[src/rtl/reg_scoreboard_pkg.sv]
// Shared defaults, counter-width helper and address type for the register scoreboard.
package scoreboard_pkg;

    localparam int unsigned DEF_ADDR_W   = 5;
    localparam int unsigned DEF_MAX_PEND = 3;
    localparam int unsigned DEF_NUM_WB   = 2;

    function automatic int unsigned cnt_w(input int unsigned max_pend);
        return $clog2(max_pend + 1);
    endfunction

    typedef logic [DEF_ADDR_W-1:0] reg_addr_t;

endpackage

[src/rtl/reg_scoreboard_if.sv]
// Decode-side request/stall and writeback retire bundle of the register scoreboard.
interface reg_scoreboard_if
    import scoreboard_pkg::*;
#(
    parameter int unsigned ADDR_W = DEF_ADDR_W,
    parameter int unsigned NUM_WB = DEF_NUM_WB
);

    localparam int unsigned NUM_REGS = 2 ** ADDR_W;

    logic                     id_valid;
    logic [ADDR_W-1:0]        id_src1;
    logic [ADDR_W-1:0]        id_src2;
    logic                     id_src1_en;
    logic                     id_src2_en;
    logic [ADDR_W-1:0]        id_dst;
    logic                     id_dst_en;
    logic                     id_stall;
    logic                     id_fire;
    logic [NUM_WB-1:0]        wb_en;
    logic [NUM_WB*ADDR_W-1:0] wb_addr;
    logic                     flush;
    logic [NUM_REGS-1:0]      busy_vec;
    logic                     err_underflow;

    modport master (
        output id_valid, id_src1, id_src2, id_src1_en, id_src2_en, id_dst, id_dst_en,
        output wb_en, wb_addr, flush,
        input  id_stall, id_fire, busy_vec, err_underflow
    );

    modport slave (
        input  id_valid, id_src1, id_src2, id_src1_en, id_src2_en, id_dst, id_dst_en,
        input  wb_en, wb_addr, flush,
        output id_stall, id_fire, busy_vec, err_underflow
    );

endinterface

[src/rtl/reg_scoreboard_entry.sv]
// One per-register pending-write counter (module sb_entry); saturates to 0 on underflow.
module sb_entry
    import scoreboard_pkg::*;
#(
    parameter int unsigned MAX_PEND = DEF_MAX_PEND,
    parameter int unsigned NUM_WB   = DEF_NUM_WB,
    localparam int unsigned CNT_W   = cnt_w(MAX_PEND),
    localparam int unsigned DEC_W   = $clog2(NUM_WB + 1)
) (
    input  logic             clk,
    input  logic             reset,
    input  logic             inc,
    input  logic [DEC_W-1:0] dec,
    input  logic             flush,
    output logic [CNT_W-1:0] cnt,
    output logic             nz,
    output logic             underflow
);

    localparam int unsigned SUM_W = ((CNT_W > DEC_W) ? CNT_W : DEC_W) + 1;

    logic [CNT_W-1:0] cnt_q, cnt_d;
    logic [SUM_W-1:0] total, dec_x;

    always_comb begin
        total     = SUM_W'(cnt_q) + SUM_W'(inc);
        dec_x     = SUM_W'(dec);
        underflow = dec_x > total;
        cnt_d     = underflow ? '0 : CNT_W'(total - dec_x);
        if (flush) begin
            cnt_d = '0;
        end
    end

    always_ff @(posedge clk or posedge reset) begin
        if (reset) begin
            cnt_q <= '0;
        end else begin
            cnt_q <= cnt_d;
        end
    end

    assign cnt = cnt_q;
    assign nz  = (cnt_q != '0);

endmodule

[src/rtl/reg_scoreboard.sv]
// Multi-port pending-write register scoreboard with combinational decode stall.
// Optional same-cycle writeback bypass of the stall checks: SCOREBOARD_BYPASS_EN.
module reg_scoreboard
    import scoreboard_pkg::*;
#(
    parameter int unsigned ADDR_W   = DEF_ADDR_W,
    parameter int unsigned MAX_PEND = DEF_MAX_PEND,
    parameter int unsigned NUM_WB   = DEF_NUM_WB
) (
    input logic             clk,
    input logic             reset,
    reg_scoreboard_if.slave sb
);

    localparam int unsigned NUM_REGS = 2 ** ADDR_W;
    localparam int unsigned CNT_W    = cnt_w(MAX_PEND);
    localparam int unsigned DEC_W    = $clog2(NUM_WB + 1);

    logic [NUM_REGS-1:0][CNT_W-1:0] cnt;
    logic [NUM_REGS-1:1]            nz;
    logic [NUM_REGS-1:1]            uf;
    logic                           src1_busy, src2_busy, dst_full;
    logic                           err_q;

    assign cnt[0] = '0;

    for (genvar r = 1; r < NUM_REGS; r++) begin : g_entry
        logic             inc;
        logic [DEC_W-1:0] dec;

        always_comb begin
            dec = '0;
            for (int k = 0; k < NUM_WB; k++) begin
                if (sb.wb_en[k] && (sb.wb_addr[k*ADDR_W +: ADDR_W] == ADDR_W'(r))) begin
                    dec = dec + DEC_W'(1);
                end
            end
        end

        assign inc = sb.id_fire && sb.id_dst_en && (sb.id_dst == ADDR_W'(r));

        sb_entry #(
            .MAX_PEND (MAX_PEND),
            .NUM_WB   (NUM_WB)
        ) u_entry (
            .clk       (clk),
            .reset     (reset),
            .inc       (inc),
            .dec       (dec),
            .flush     (sb.flush),
            .cnt       (cnt[r]),
            .nz        (nz[r]),
            .underflow (uf[r])
        );
    end

`ifdef SCOREBOARD_BYPASS_EN
    function automatic logic [DEC_W-1:0] dec_of(input logic [ADDR_W-1:0] a);
        logic [DEC_W-1:0] d;
        d = '0;
        for (int k = 0; k < NUM_WB; k++) begin
            if (sb.wb_en[k] && (sb.wb_addr[k*ADDR_W +: ADDR_W] == a)) begin
                d = d + DEC_W'(1);
            end
        end
        return d;
    endfunction

    // Pending writes that retire this cycle are forwarded, so they no longer block.
    always_comb begin
        src1_busy = sb.id_src1_en && (sb.id_src1 != '0) &&
                    (32'(cnt[sb.id_src1]) > 32'(dec_of(sb.id_src1)));
        src2_busy = sb.id_src2_en && (sb.id_src2 != '0) &&
                    (32'(cnt[sb.id_src2]) > 32'(dec_of(sb.id_src2)));
        dst_full  = sb.id_dst_en && (sb.id_dst != '0) &&
                    (32'(cnt[sb.id_dst]) == 32'(MAX_PEND) + 32'(dec_of(sb.id_dst)));
    end
`else
    always_comb begin
        src1_busy = sb.id_src1_en && (sb.id_src1 != '0) && (cnt[sb.id_src1] != '0);
        src2_busy = sb.id_src2_en && (sb.id_src2 != '0) && (cnt[sb.id_src2] != '0);
        dst_full  = sb.id_dst_en && (sb.id_dst != '0) &&
                    (32'(cnt[sb.id_dst]) == 32'(MAX_PEND));
    end
`endif

    assign sb.id_stall = sb.id_valid && (src1_busy || src2_busy || dst_full);
    assign sb.id_fire  = sb.id_valid && !sb.id_stall && !sb.flush;

    // Sticky; a flush cycle never records an underflow.
    always_ff @(posedge clk or posedge reset) begin
        if (reset) begin
            err_q <= 1'b0;
        end else if (!sb.flush && (|uf)) begin
            err_q <= 1'b1;
        end
    end

    assign sb.busy_vec      = {nz, 1'b0};
    assign sb.err_underflow = err_q;

endmodule

[src/flat_wrapper.sv]
// flat-port wrapper written by rule: the top's interface ports become plain ports
module reg_scoreboard_flat import scoreboard_pkg::*;
#(
    parameter int unsigned ADDR_W   = DEF_ADDR_W,
    parameter int unsigned MAX_PEND = DEF_MAX_PEND,
    parameter int unsigned NUM_WB   = DEF_NUM_WB
)
  (clk, reset, sb_id_valid, sb_id_src1, sb_id_src2, sb_id_src1_en, sb_id_src2_en, sb_id_dst, sb_id_dst_en, sb_wb_en, sb_wb_addr, sb_flush, sb_id_stall, sb_id_fire, sb_busy_vec, sb_err_underflow);
  reg_scoreboard_if #(.ADDR_W(ADDR_W), .NUM_WB(NUM_WB)) sb_i ();
  input logic clk;
  input logic reset;
  input wire logic [$bits(sb_i.id_valid)-1:0] sb_id_valid;
  input wire logic [$bits(sb_i.id_src1)-1:0] sb_id_src1;
  input wire logic [$bits(sb_i.id_src2)-1:0] sb_id_src2;
  input wire logic [$bits(sb_i.id_src1_en)-1:0] sb_id_src1_en;
  input wire logic [$bits(sb_i.id_src2_en)-1:0] sb_id_src2_en;
  input wire logic [$bits(sb_i.id_dst)-1:0] sb_id_dst;
  input wire logic [$bits(sb_i.id_dst_en)-1:0] sb_id_dst_en;
  input wire logic [$bits(sb_i.wb_en)-1:0] sb_wb_en;
  input wire logic [$bits(sb_i.wb_addr)-1:0] sb_wb_addr;
  input wire logic [$bits(sb_i.flush)-1:0] sb_flush;
  output wire logic [$bits(sb_i.id_stall)-1:0] sb_id_stall;
  output wire logic [$bits(sb_i.id_fire)-1:0] sb_id_fire;
  output wire logic [$bits(sb_i.busy_vec)-1:0] sb_busy_vec;
  output wire logic [$bits(sb_i.err_underflow)-1:0] sb_err_underflow;
  assign sb_i.id_valid = sb_id_valid;
  assign sb_i.id_src1 = sb_id_src1;
  assign sb_i.id_src2 = sb_id_src2;
  assign sb_i.id_src1_en = sb_id_src1_en;
  assign sb_i.id_src2_en = sb_id_src2_en;
  assign sb_i.id_dst = sb_id_dst;
  assign sb_i.id_dst_en = sb_id_dst_en;
  assign sb_i.wb_en = sb_wb_en;
  assign sb_i.wb_addr = sb_wb_addr;
  assign sb_i.flush = sb_flush;
  assign sb_id_stall = sb_i.id_stall;
  assign sb_id_fire = sb_i.id_fire;
  assign sb_busy_vec = sb_i.busy_vec;
  assign sb_err_underflow = sb_i.err_underflow;
  reg_scoreboard #(.ADDR_W(ADDR_W), .MAX_PEND(MAX_PEND), .NUM_WB(NUM_WB)) u_core (.clk(clk), .reset(reset), .sb(sb_i));
endmodule
[config.mk]
export PLATFORM = sky130hd
export DESIGN_NAME = reg_scoreboard_flat
export DESIGN_NICKNAME = d
export VERILOG_FILES = /design/src/rtl/reg_scoreboard_pkg.sv /design/src/rtl/reg_scoreboard_if.sv /design/src/rtl/reg_scoreboard_entry.sv /design/src/rtl/reg_scoreboard.sv /design/src/flat_wrapper.sv
export SDC_FILE = /design/constraint.sdc
export NUM_CORES = 1
export LEC_CHECK = 0
export CAP_MARGIN = 20
export CORE_MARGIN = 2
export CORE_UTILIZATION = 65
export DETAILED_ROUTE_END_ITERATION = 16
export DONT_BUFFER_PORTS = 1
export PLACE_DENSITY = 0.86
export SYNTH_ARGS = -nofsm -noshare
export SYNTH_HDL_FRONTEND = slang
export SYNTH_HIERARCHICAL = 1
export SYNTH_SLANG_ARGS = --single-unit
[constraint.sdc]
create_clock -name clk -period 4 [get_ports clk]
set_input_delay 0.8 -clock clk [delete_from_list [all_inputs] [get_ports clk]]
set_output_delay 0.8 -clock clk [all_outputs]
set_load 0.02 [all_outputs]
==> results of run 1 <==
-- per-layer routing --
metal  track usage  overflow
met1        0.7452         0
met4        0.6522         1
met5        0.2556         0
met3        0.5957         0
met2        0.8933         3
-- cells in the mapped netlist, drive strengths merged, types with 2 or more instances --
library cell  count  area share
and2              2      0.0016
nor2             95       0.044
buf              17       0.013
mux2              3      0.0042
nand2b           10      0.0078
mux4             11       0.031
nor4b            10       0.016
o2111a            2      0.0028
nor2b            44       0.034
nand3            23       0.014
clkbuf            8      0.0037
or2              37       0.029
a221oi            2      0.0030
ha              186        0.29
a21oi            39       0.024
a31oi             3      0.0023
nand2            46       0.022
o21bai            2      0.0019
o211ai            7      0.0065
or3               3      0.0023
a22oi             4      0.0044
o21a             32       0.030
dfrtp            63        0.20
nor4             14       0.011
nor3             92       0.077
inv             127       0.059
o21ai            10      0.0062
xor2             31       0.034
o22ai             2      0.0016
or3b              3      0.0033
and3              4      0.0031
nand4             5      0.0039
-- per-stage QoR --
stage	area, sq um	cells	hold slack [ns]	utilization	setup slack (ns)
3_5_place_dp	9594	1236	0.5402	0.7988	-0.5972
3_3_place_gp	9594	1236	0.5377	0.7988	-0.4704
4_1_cts	10380	1270	0.1736	0.8645	-0.1399
2_1_floorplan	8338	951	0.5287	-	0.004163
-- repair_timing --
| item | 4_1_cts |
|---|---|
| setup buffers | 18 |
| setup endpoints to repair | 1 |
| gates cloned | 2 |
| endpoints found under the hold margin | 0 |
| resized for setup | 65 |
| pin swaps | 42 |
-- logic make-up after synthesis --
family / synth area share
simple gates: 0.2749
flops: 0.1964
fa+ha+maj: 0.2900
other cells: 0.0004673
buf+inv: 0.07624
mux: 0.03633
compound gates: 0.09183
xor+xnor: 0.03383
==> flow_summary.json, run 1 <==
{
  "synthArstFlopShare": 1.000,
  "cts_max_level": 3,
  "syn_nets": 1171,
  "synth_area_sq_mm": 0.008025,
  "ys.flop_type": "dfrtp_1",
  "die_h_um": 115.1,
  "initial_utilization": 0.6681,
  "synthCells": 951,
  "yosysWarnings": 6,
  "synth_seq_area_share": 0.1964,
  "synth-edff-count": 0,
  "dp_hpwl_um": 20250,
  "port_buffers": 0,
  "status": "stopped before the end",
  "ctsRootBufferMaster": "clkbuf_16",
  "ys_seq_elements": 63,
  "cts_buffers": 9,
  "worst_endpoint": "u_core/sb.err_underflow$_DFFE_PP0P_/D",
  "syn_avg_cell_area_sq_um": 8.439,
  "grt_max_degree": 66,
  "grt_usage": 0.7281,
  "gp_routability_congestion": 1.035,
  "grt_overflow": 4,
  "rows": 40,
  "clock_path_buffers": 2,
  "cts.sinks": 63,
  "error_line": "[ERROR GRT-0232] Routing congestion too high. Check the congestion heatmap in the GUI.",
  "die_w_um": 115.1,
  "pin_count": 69,
  "yosys.cell_types.count": 56,
  "hold_buffers": 0,
  "haltStage": "global routing",
  "worst-ep-kind": "sequential cell input"
}
==> inputs of run 2 (changes only) <==
- CORE_UTILIZATION: 65 -> 40
- PLACE_DENSITY: 0.86 -> not set
- PLACE_DENSITY_LB_ADDON: not set -> 0.15
==> run 2 against run 1 <==
  * The flow now finishes, with violations (setup timing)
  * Area after synthesis did not move
  * Synthesized cell count did not move
==> flow_summary.json, run 2 <==
{
  "drt_iter0_markers": 524,
  "die_h_um": 145.6,
  "crit_top_cell": "ha_1",
  "fin_crit_ns": 4.223,
  "num-fill-cells": 1832,
  "grt_max_degree": 66,
  "ys_seq_elements": 63,
  "yosysWarnings": 6,
  "setup_viol": 1,
  "cp_top_family": "simple AND/OR/NAND/NOR gates",
  "grt_pass1_wl_um": 41340,
  "vias": 7437,
  "timing.final.crit_share": 1.056,
  "final_common_cell": "buf_4",
  "synth_compound_gate_area_share": 0.09183,
  "dieArea_sq_mm": 0.02121,
  "maxSlewViolCount": 0,
  "synth_area_leaders": "ha_1 (29%), dfrtp_1 (20%), inv_1 (5.9%)",
  "muxShareOfSynthArea": 0.03633,
  "grt_usage": 0.2564,
  "rsz0062_at_grt": "yes",
  "antenna_found_initial": 0,
  "syn_avg_cell_area_sq_um": 8.439,
  "max_stage_delay_ns": 0.48,
  "mostFrequentLayoutCells": "buf_4 (201), ha_1 (153), inv_1 (120)",
  "syn2layout_area_growth_pct": 34.85,
  "final_net_count": 1368,
  "yosys.cell_types.count": 56,
  "first_pass_iters": 5,
  "synth_simple_gate_area_share": 0.2749,
  "wire_per_inst_um": 18.90,
  "worst_slew_pin_slew_ns": 0.7294,
  "pin_count": 69,
  "dp_hpwl_um": 21080,
  "hold_class": "primary input to asynchronous set/reset pin",
  "place_ws_ns": -0.6938,
  "clock_latency_ns": 0.35,
  "synth-adder-area-share": 0.2900,
  "required_ns": 4.23,
  "r2r_end": "u_core/sb.err_underflow",
  "synth_common_cells": "ha_1 (186), inv_1 (127), nor2_1 (95), dfrtp_1 (63), nor3_1 (61)",
  "synth_top_family_by_area": "adder cells",
  "fmax_mhz": 236.8,
  "r2r.worst_path.cells": 18,
  "stdcell_area_sq_mm": 0.01082,
  "p_leak_nw": 5.163,
  "synthCells": 951,
  "cts.sinks": 63,
  "gp_routability_congestion": 0.9204,
  "vias_per_cell": 5.248,
  "postRouteAntennaNets": 0,
  "grt_overflow": 0,
  "rr_startpoint": "u_core/g_entry[4].u_entry/cnt[0]",
  "routed_wl_um": 26780,
  "drv_cap": 0,
  "cts_max_level": 3,
  "drive_gt1_frac": 0.3490,
  "critPathArrivalTime_ns": 4.45,
  "critPathKind": "flip-flop to flip-flop",
  "slew_headroom": 0.5137,
  "start_kind": "flip-flop",
  "path_clk_slew_ns": 0.05,
  "finalHoldViolations": 0,
  "tritoncts": "yes",
  "critPathCaptureType": "flip-flop",
  "drc": 0,
  "initial_utilization": 0.4097,
  "synth-edff-count": 0,
  "core_sq_mm": 0.01959,
  "placed_area_sq_mm": 0.01006,
  "crit_buf_inv": 3,
  "yosysTopAreaCell": "ha_1",
  "synth_seq_area_share": 0.1964,
  "syn_nets": 1171,
  "cp_slowest_cell": "mux4_2",
  "clock_path_buffers": 2,
  "rows": 51,
  "path_cells": "or2_4 -> mux4_2 -> a221oi_2 -> or4_4 -> nand4b_4 -> nor4b_2 -> buf_4 -> ha_1 -> ha_1 -> inv_1 -> ha_1 -> nor2b_1 -> o21a_1 -> nor4_1 -> buf_4 -> nand4_1 -> nor2_1 -> o21bai_1",
  "worstPathMaxFanout": 8,
  "synth_top_area_frac": 0.2900,
  "ctsRootBufferMaster": "clkbuf_16",
  "synth_xor_area_frac": 0.03383,
  "synthArstFlopShare": 1.000,
  "cts_buffers": 9,
  "layout_setup_ws_ns": -0.2232,
  "diodes": 0,
  "port_buffers": 0,
  "die_w_um": 145.6,
  "largest_reg_flops": 62,
  "violations": "setup timing",
  "fin_skew_ns": 0.005901,
  "ys.flop_type": "dfrtp_1",
  "vdd_drop_max_uv": 207.5,
  "status": "complete, but fails checks",
  "synth_area_sq_mm": 0.008025,
  "grt_pass1_vias": 7376,
  "yosysMostFrequentCell": "ha_1",
  "reg2reg_slack_ns": -0.22,
  "p_per_area_mw_per_mm2": 189.6
}
-- run 2: routing by layer --
layer / up-vias / track usage / routed length (um)
met2: 205 / 0.4121 / 12020
met1: 3540 / 0.3516 / 12270
met5: - / 0 / 0
met3: 30 / 0.05643 / 2073
li1: 3662 / - / -
met4: 0 / 0.06176 / 410
-- run 2: cell type report --
type / count / area, sq um / share of cell area
flip-flops and latches: 63 / 1577 / 0.1457
multi-input cells: 736 / 6526 / 0.6031
clock buffers: 15 / 277.8 / 0.02567
inverters: 127 / 479.2 / 0.04428
well taps: 265 / 331.6 / 0.03064
repair buffers: 211 / 1630 / 0.1507
-- run 2: worst max path at each step --
stage / cells after the start / slack (ns) / to / startpoint
global placement: 19 / -0.58 / u_core/sb.err_underflow / sb_id_dst[0]
CTS: 18 / -0.18 / u_core/sb.err_underflow / u_core/g_entry[7].u_entry/cnt[1]
global route: 18 / -0.39 / u_core/sb.err_underflow / u_core/g_entry[4].u_entry/cnt[0]
floorplan: 18 / 0.004 / u_core/sb.err_underflow / sb_id_dst[0]
finish: 18 / -0.22 / u_core/sb.err_underflow / u_core/g_entry[4].u_entry/cnt[0]
detailed placement: 18 / -0.69 / u_core/sb.err_underflow / sb_id_src2[0]
-- run 2: cell families (layout without fill, tap and decap cells) --
logic type                 Yosys count  count (layout)
AOI/OAI and AO/OA                  111             111
xor gates and xnor gates            31              31
adders and majority gates          186             186
buffers and inverters              152             353
DFF                                 63              63
muxes                               15              15
other                                1               1
and+or+nand+nor                    392             392
-- run 2: per-stage QoR --
step / hold WS, ns / power (W) / instances / utilization / setup TNS [ns]
after floorplan: 0.5287 / 0.001018 / 951 / - / 0
after global placement: 0.5451 / 0.001228 / 1396 / 0.5134 / -0.8280
after detailed placement: 0.5475 / 0.001233 / 1396 / 0.5134 / -1.063
after CTS: 0.1784 / 0.002047 / 1414 / 0.5440 / -0.1837
after global routing: 0.1807 / 0.002145 / 1417 / 0.5524 / -0.6422
final: 0.1920 / 0.002052 / 1417 / 0.5524 / -0.2232
-- run 2: power breakdown --
| part | leakage (nW) | switching (W) | internal (W) | total [W] |
|---|---|---|---|---|
| Clock | 0.136 | 0.000302 | 0.000468 | 0.000770 |
| Combinational | 4.16 | 0.000324 | 0.000291 | 0.000614 |
| Sequential | 0.869 | 0.0000137 | 0.000654 | 0.000668 |
-- run 2: repair_timing --
| action | 4_1_cts | 5_1_grt |
|---|---|---|
| resized for setup | 56 | 30 |
| setup buffers | 4 | 3 |
| setup endpoints to repair | 1 | 20 |
| hold buffers | 0 | 0 |
| gates cloned | 0 | 0 |
| pin swaps | 33 | 8 |
Power figures use the tool's default switching activity.
==> inputs of run 3 (changes only) <==
- GPL_TIMING_DRIVEN: not set -> 0
==> run 3 against run 2 <==
  * Non-clock buffer count shrank 171
  * The run still ends with setup timing left
  * Final cell count shrank 12%
  * Sequential share of layout area grew 2.2 points
  * Sequential power grew 1%
  * Highest routed layer unchanged
  * Largest power group unchanged
  * Via count shrank 10%
  * Design area shrank 13%
==> flow_summary.json, run 3 (synthesis results as in run 2) <==
{
  "hold_class": "primary input to asynchronous set/reset pin",
  "die_w_um": 145.6,
  "finalPower_w": 0.001910,
  "crit_top_cell": "nor4_4",
  "vias": 6682,
  "path_cells": "or2_1 -> mux4_2 -> a221oi_4 -> or4_4 -> nand4b_4 -> buf_12 -> buf_4 -> nor4_4 -> ha_2 -> ha_1 -> inv_2 -> ha_4 -> nor2b_1 -> o21a_2 -> nor4_4 -> nand4_1 -> nor2_2 -> o21bai_1",
  "max_stage_delay_ns": 0.51,
  "clock_latency_ns": 0.34,
  "cts_buffers": 9,
  "hold_buffers": 0,
  "critPathCaptureType": "flip-flop",
  "place_ws_ns": -1.253,
  "status": "complete, but fails checks",
  "placed_area_sq_mm": 0.008670,
  "mostFrequentLayoutCells": "ha_1 (159), inv_1 (122), nor2_1 (94)",
  "diodes": 0,
  "dieArea_sq_mm": 0.02121,
  "slew_headroom": 0.1594,
  "first_pass_iters": 5,
  "cp_slowest_cell": "mux4_2",
  "wire_per_inst_um": 19.23,
  "maxSlewViolCount": 0,
  "fin_hold_ws_ns": 0.1951,
  "wl_met1_um": 11340,
  "violations": "setup timing",
  "p_per_area_mw_per_mm2": 203.3,
  "gp_routability_congestion": 0.9165,
  "syn2layout_area_growth_pct": 17.07,
  "drc": 0,
  "grt_max_degree": 66,
  "layout_setup_ws_ns": -0.4460,
  "worst_slew_pin_slew_ns": 1.251,
  "final_common_cell": "ha_1",
  "critPathKind": "flip-flop to flip-flop",
  "port_buffers": 0,
  "worstPathMaxFanout": 8,
  "rows": 51,
  "antenna_found_initial": 0,
  "core_sq_mm": 0.01959,
  "dp_hpwl_um": 18800,
  "postRouteAntennaNets": 0,
  "pin_count": 69,
  "critPathArrivalTime_ns": 4.67,
  "path_clk_slew_ns": 0.05,
  "cp_top_family": "simple AND/OR/NAND/NOR gates",
  "vias_per_cell": 5.363,
  "grt_usage": 0.2300,
  "wl_met3_um": 1620,
  "grt_pass1_wl_um": 37130,
  "grt_overflow": 0,
  "routed.top_layer": "met4",
  "crit_buf_inv": 3,
  "drive_gt1_frac": 0.2029,
  "routed_wl_um": 23960,
  "cts_max_level": 3,
  "grt_pass1_vias": 6621,
  "drv_cap": 0,
  "rsz0062_at_grt": "yes",
  "die_h_um": 145.6,
  "start_kind": "flip-flop",
  "initial_utilization": 0.4097,
  "cts.sinks": 63,
  "stdcell_area_sq_mm": 0.009395,
  "final_net_count": 1197,
  "tritoncts": "yes",
  "timing.final.crit_share": 1.112,
  "fin_crit_ns": 4.446,
  "clock_path_buffers": 2,
  "largest_reg_flops": 62,
  "drt_iter0_markers": 375,
  "vdd_drop_max_uv": 189.6,
  "finalHoldViolations": 0,
  "required_ns": 4.23,
  "fmax_mhz": 224.9,
  "setup_viol": 1,
  "fin_skew_ns": 0.005847,
  "ctsRootBufferMaster": "clkbuf_16",
  "wl_met2_um": 10800,
  "p_leak_nw": 4.308
}
run 3: through the flow:
step                      setup TNS, ns    util  cells
after global placement           -9.121  0.4426   1216
final                           -0.4460  0.4796   1246
after detailed placement         -8.844  0.4426   1216
after floorplan                       0       -    951
after global routing            -0.6053  0.4796   1246
after CTS                       -0.3734  0.4679   1238
run 3: power breakdown:
| group | switching, W | total, W | internal, W |
|---|---|---|---|
| clock network | 0.000285 | 0.000717 | 0.000432 |
| logic | 0.000306 | 0.000515 | 0.000209 |
| registers | 0.0000232 | 0.000678 | 0.000654 |
run 3: cell type report:
| class | instances | area [sq um] |
|---|---|---|
| Buffer | 25 | 182.7 |
| Timing Repair Buffer | 15 | 112.6 |
| Fill cell | 1937 | 10190 |
| Clock buffer | 14 | 254.0 |
| Clock inverter | 1 | 5.005 |
| Tap cell | 265 | 331.6 |
| Multi-Input combinational cell | 736 | 6451 |
| Inverter | 127 | 481.7 |
| Sequential cell | 63 | 1577 |
run 3: per-layer routing:
layer  GRT usage  vias up
met1      0.3160     3206
met2      0.3654      155
met3     0.05987       13
met5           0        -
met4     0.04853        0
li1            -     3308
run 3: final timing paths:
check	to	slack, ns	cells after the start	from
setup / recovery	u_core/sb.err_underflow	-0.45	18	u_core/g_entry[4].u_entry/cnt[1]
hold / removal	u_core/g_entry[21].u_entry/cnt[1]	0.20	1	reset
setup reg to reg	u_core/sb.err_underflow	-0.45	18	u_core/g_entry[4].u_entry/cnt[1]
hold reg to reg	u_core/sb.err_underflow	0.63	1	u_core/sb.err_underflow
max in group asynchronous	u_core/g_entry[3].u_entry/cnt[0]	3.67	1	reset
min in group clk	u_core/g_entry[4].u_entry/cnt[1]	0.53	1	sb_flush
run 3: timing repair:
action                     in CTS  in global routing
setup buffers                   7                  8
resized for setup              31                 30
cloned                          0                  0
pin swaps                      10                 26
setup endpoints to repair       4                  6
==> inputs of run 4 (changes only) <==
- CORE_UTILIZATION: 40 -> 66
==> run 4 against run 3 <==
  * The run still ends with setup timing left
  * Global-route usage increased by 13 points
  * Hold slack worse by 0.0025 ns
  * Worst setup slack better by 0.087 ns
  * Routed wire length is 4.6% lower
  * Via count grew 6.8%
  * Critical path depth shrank 1
  * Design area decreased by 2.6%
  * Clock power is 2% higher
  * Non-clock buffer count fell by 2
  * Sequential power about the same
  * Flip-flop and latch count unchanged
  * Critical endpoint unchanged
  * Highest routed layer unchanged
==> flow_summary.json, run 4 (synthesis results as in run 2) <==
{
  "status": "complete, but fails checks",
  "violations": "setup timing",
  "ctsRootBufferMaster": "clkbuf_16",
  "fin_setup_tns_ns": -0.3591,
  "first_pass_iters": 5,
  "drv_cap": 0,
  "dieArea_sq_mm": 0.01306,
  "drive_gt1_frac": 0.1980,
  "drc": 0,
  "grt_max_degree": 66,
  "busiest_layer": "met2",
  "fmax_mhz": 229.4,
  "crit_start": "u_core/g_entry[4].u_entry/cnt[1]",
  "final_net_count": 1195,
  "path_clk_slew_ns": 0.06,
  "vdd_drop_max_uv": 153.9,
  "vias": 7139,
  "slew_headroom": 0.2298,
  "fin_hold_ws_ns": 0.1926,
  "clock_latency_ns": 0.35,
  "routed_wl_um": 22870,
  "multi_input_area_sq_mm": 0.006354,
  "core_sq_mm": 0.01196,
  "tritoncts": "yes",
  "cts_max_level": 3,
  "place_ws_ns": -1.121,
  "layout_setup_ws_ns": -0.3591,
  "die_h_um": 114.3,
  "pin_count": 69,
  "r2r.worst_path.cells": 17,
  "cts_buffers": 9,
  "maxSlewViolCount": 0,
  "critPathArrivalTime_ns": 4.59,
  "diodes": 0,
  "final_common_cell": "ha_1",
  "use_met2": 0.5909,
  "p_leak_nw": 4.315,
  "grtUsageMet1": 0.4421,
  "die_w_um": 114.3,
  "mostFrequentLayoutCells": "ha_1 (164), inv_1 (123), nor2_1 (95)",
  "vias_per_cell": 6.335,
  "seq_area_sq_mm": 0.001577,
  "grt_overflow": 0,
  "antenna_found_initial": 0,
  "syn2layout_area_growth_pct": 14.06,
  "rr_startpoint": "u_core/g_entry[4].u_entry/cnt[1]",
  "wire_per_inst_um": 20.29,
  "dp_hpwl_um": 17250,
  "postRouteAntennaNets": 0,
  "grt_usage": 0.3637,
  "critPathCaptureType": "flip-flop",
  "start_kind": "flip-flop",
  "reg2reg_slack_ns": -0.36,
  "largest_reg_flops": 62,
  "drt_iter0_markers": 547,
  "finalPower_w": 0.001913,
  "grt_pass1_wl_um": 36170,
  "finalHoldViolations": 0,
  "hold_buffers": 0,
  "fin_skew_ns": 0.008614,
  "timing.final.crit_share": 1.090,
  "setup_viol": 1,
  "rows": 40,
  "worstPathMaxFanout": 10,
  "r2r_end": "u_core/sb.err_underflow",
  "grt_pass1_vias": 7100,
  "clock_path_buffers": 2,
  "fin_crit_ns": 4.359,
  "met3_usage": 0.1080,
  "num-fill-cells": 876,
  "worst_slew_pin_slew_ns": 1.147,
  "port_buffers": 0,
  "critPathKind": "flip-flop to flip-flop",
  "p_per_area_mw_per_mm2": 208.9,
  "hold_class": "primary input to asynchronous set/reset pin",
  "initial_utilization": 0.6709,
  "rsz0062_at_grt": "yes",
  "required_ns": 4.23,
  "gp_routability_congestion": 1.031,
  "cts.sinks": 63
}
## run 4: changes by cell type in the layout (fill, tap and decap cells not counted), moves of 3 or more
cell,change
ha_1,+5
nor4b_4,-4
buf_4,-3
nor4b_2,+4
clkinv_2,+3
clkbuf_1,-3
ha_2,-3
## run 4: layer usage
metal | vias to the layer above | share of wire
met2 | 329 | 0.46
met3 | 77 | 0.10
li1 | 3318 | -
met4 | 0 | 0.044
met5 | - | 0
met1 | 3415 | 0.40
## run 4: repair_timing
item / in CTS / in global routing
gates resized for setup: 38 / 9
buffers inserted: 13 / 0
pin swaps: 18 / 0
endpoints found under the setup margin: 1 / 6
## run 4: worst max-delay path: stages (launching register included)
cell	delay, ns
dfrtp_1	0.40
or2_1	0.27
mux4_2	0.47
a221oi_2	0.33
or4_4	0.20
nand4b_4	0.15
buf_6	0.19
nor3_1	0.29
ha_1	0.22
ha_1	0.22
inv_1	0.09
ha_4	0.21
nor2b_1	0.13
o21a_1	0.22
nor4_4	0.40
nand4_1	0.18
nor2_1	0.16
o21bai_1	0.09
## run 4: how the worst max path moves through the flow
stage	to	slack (ns)	cells past startpoint
2_1_floorplan	u_core/sb.err_underflow	0.004	18
3_3_place_gp	u_core/sb.err_underflow	-1.07	18
3_5_place_dp	u_core/sb.err_underflow	-1.12	18
4_1_cts	u_core/sb.err_underflow	-0.25	17
5_1_grt	u_core/sb.err_underflow	-0.41	19
6_report	u_core/sb.err_underflow	-0.36	17
## run 4: power breakdown
part           internal (W)  total (W)  leakage [nW]  switching, W
logic              0.000202   0.000503          3.30      0.000301
registers          0.000655   0.000677         0.869     0.0000220
clock network      0.000448   0.000733         0.142      0.000285
## run 4: final cells by class
| class | count | area share |
|---|---|---|
| inverter | 127 | 0.05208 |
| multi-input combinational | 736 | 0.6941 |
| clock inverter | 4 | 0.002187 |
| sequential | 63 | 0.1722 |
| tap | 147 | 0.02009 |
| buffer | 25 | 0.02023 |
| timing repair buffer | 13 | 0.01107 |
| clock buffer | 12 | 0.02802 |
## run 4: stage by stage
step | cell area, sq um | util | instances
2_1_floorplan | 8338 | - | 951
3_3_place_gp | 8522 | 0.7124 | 1098
3_5_place_dp | 8522 | 0.7124 | 1098
4_1_cts | 9111 | 0.7617 | 1127
5_1_grt | 9154 | 0.7653 | 1127
6_report | 9154 | 0.7653 | 1127
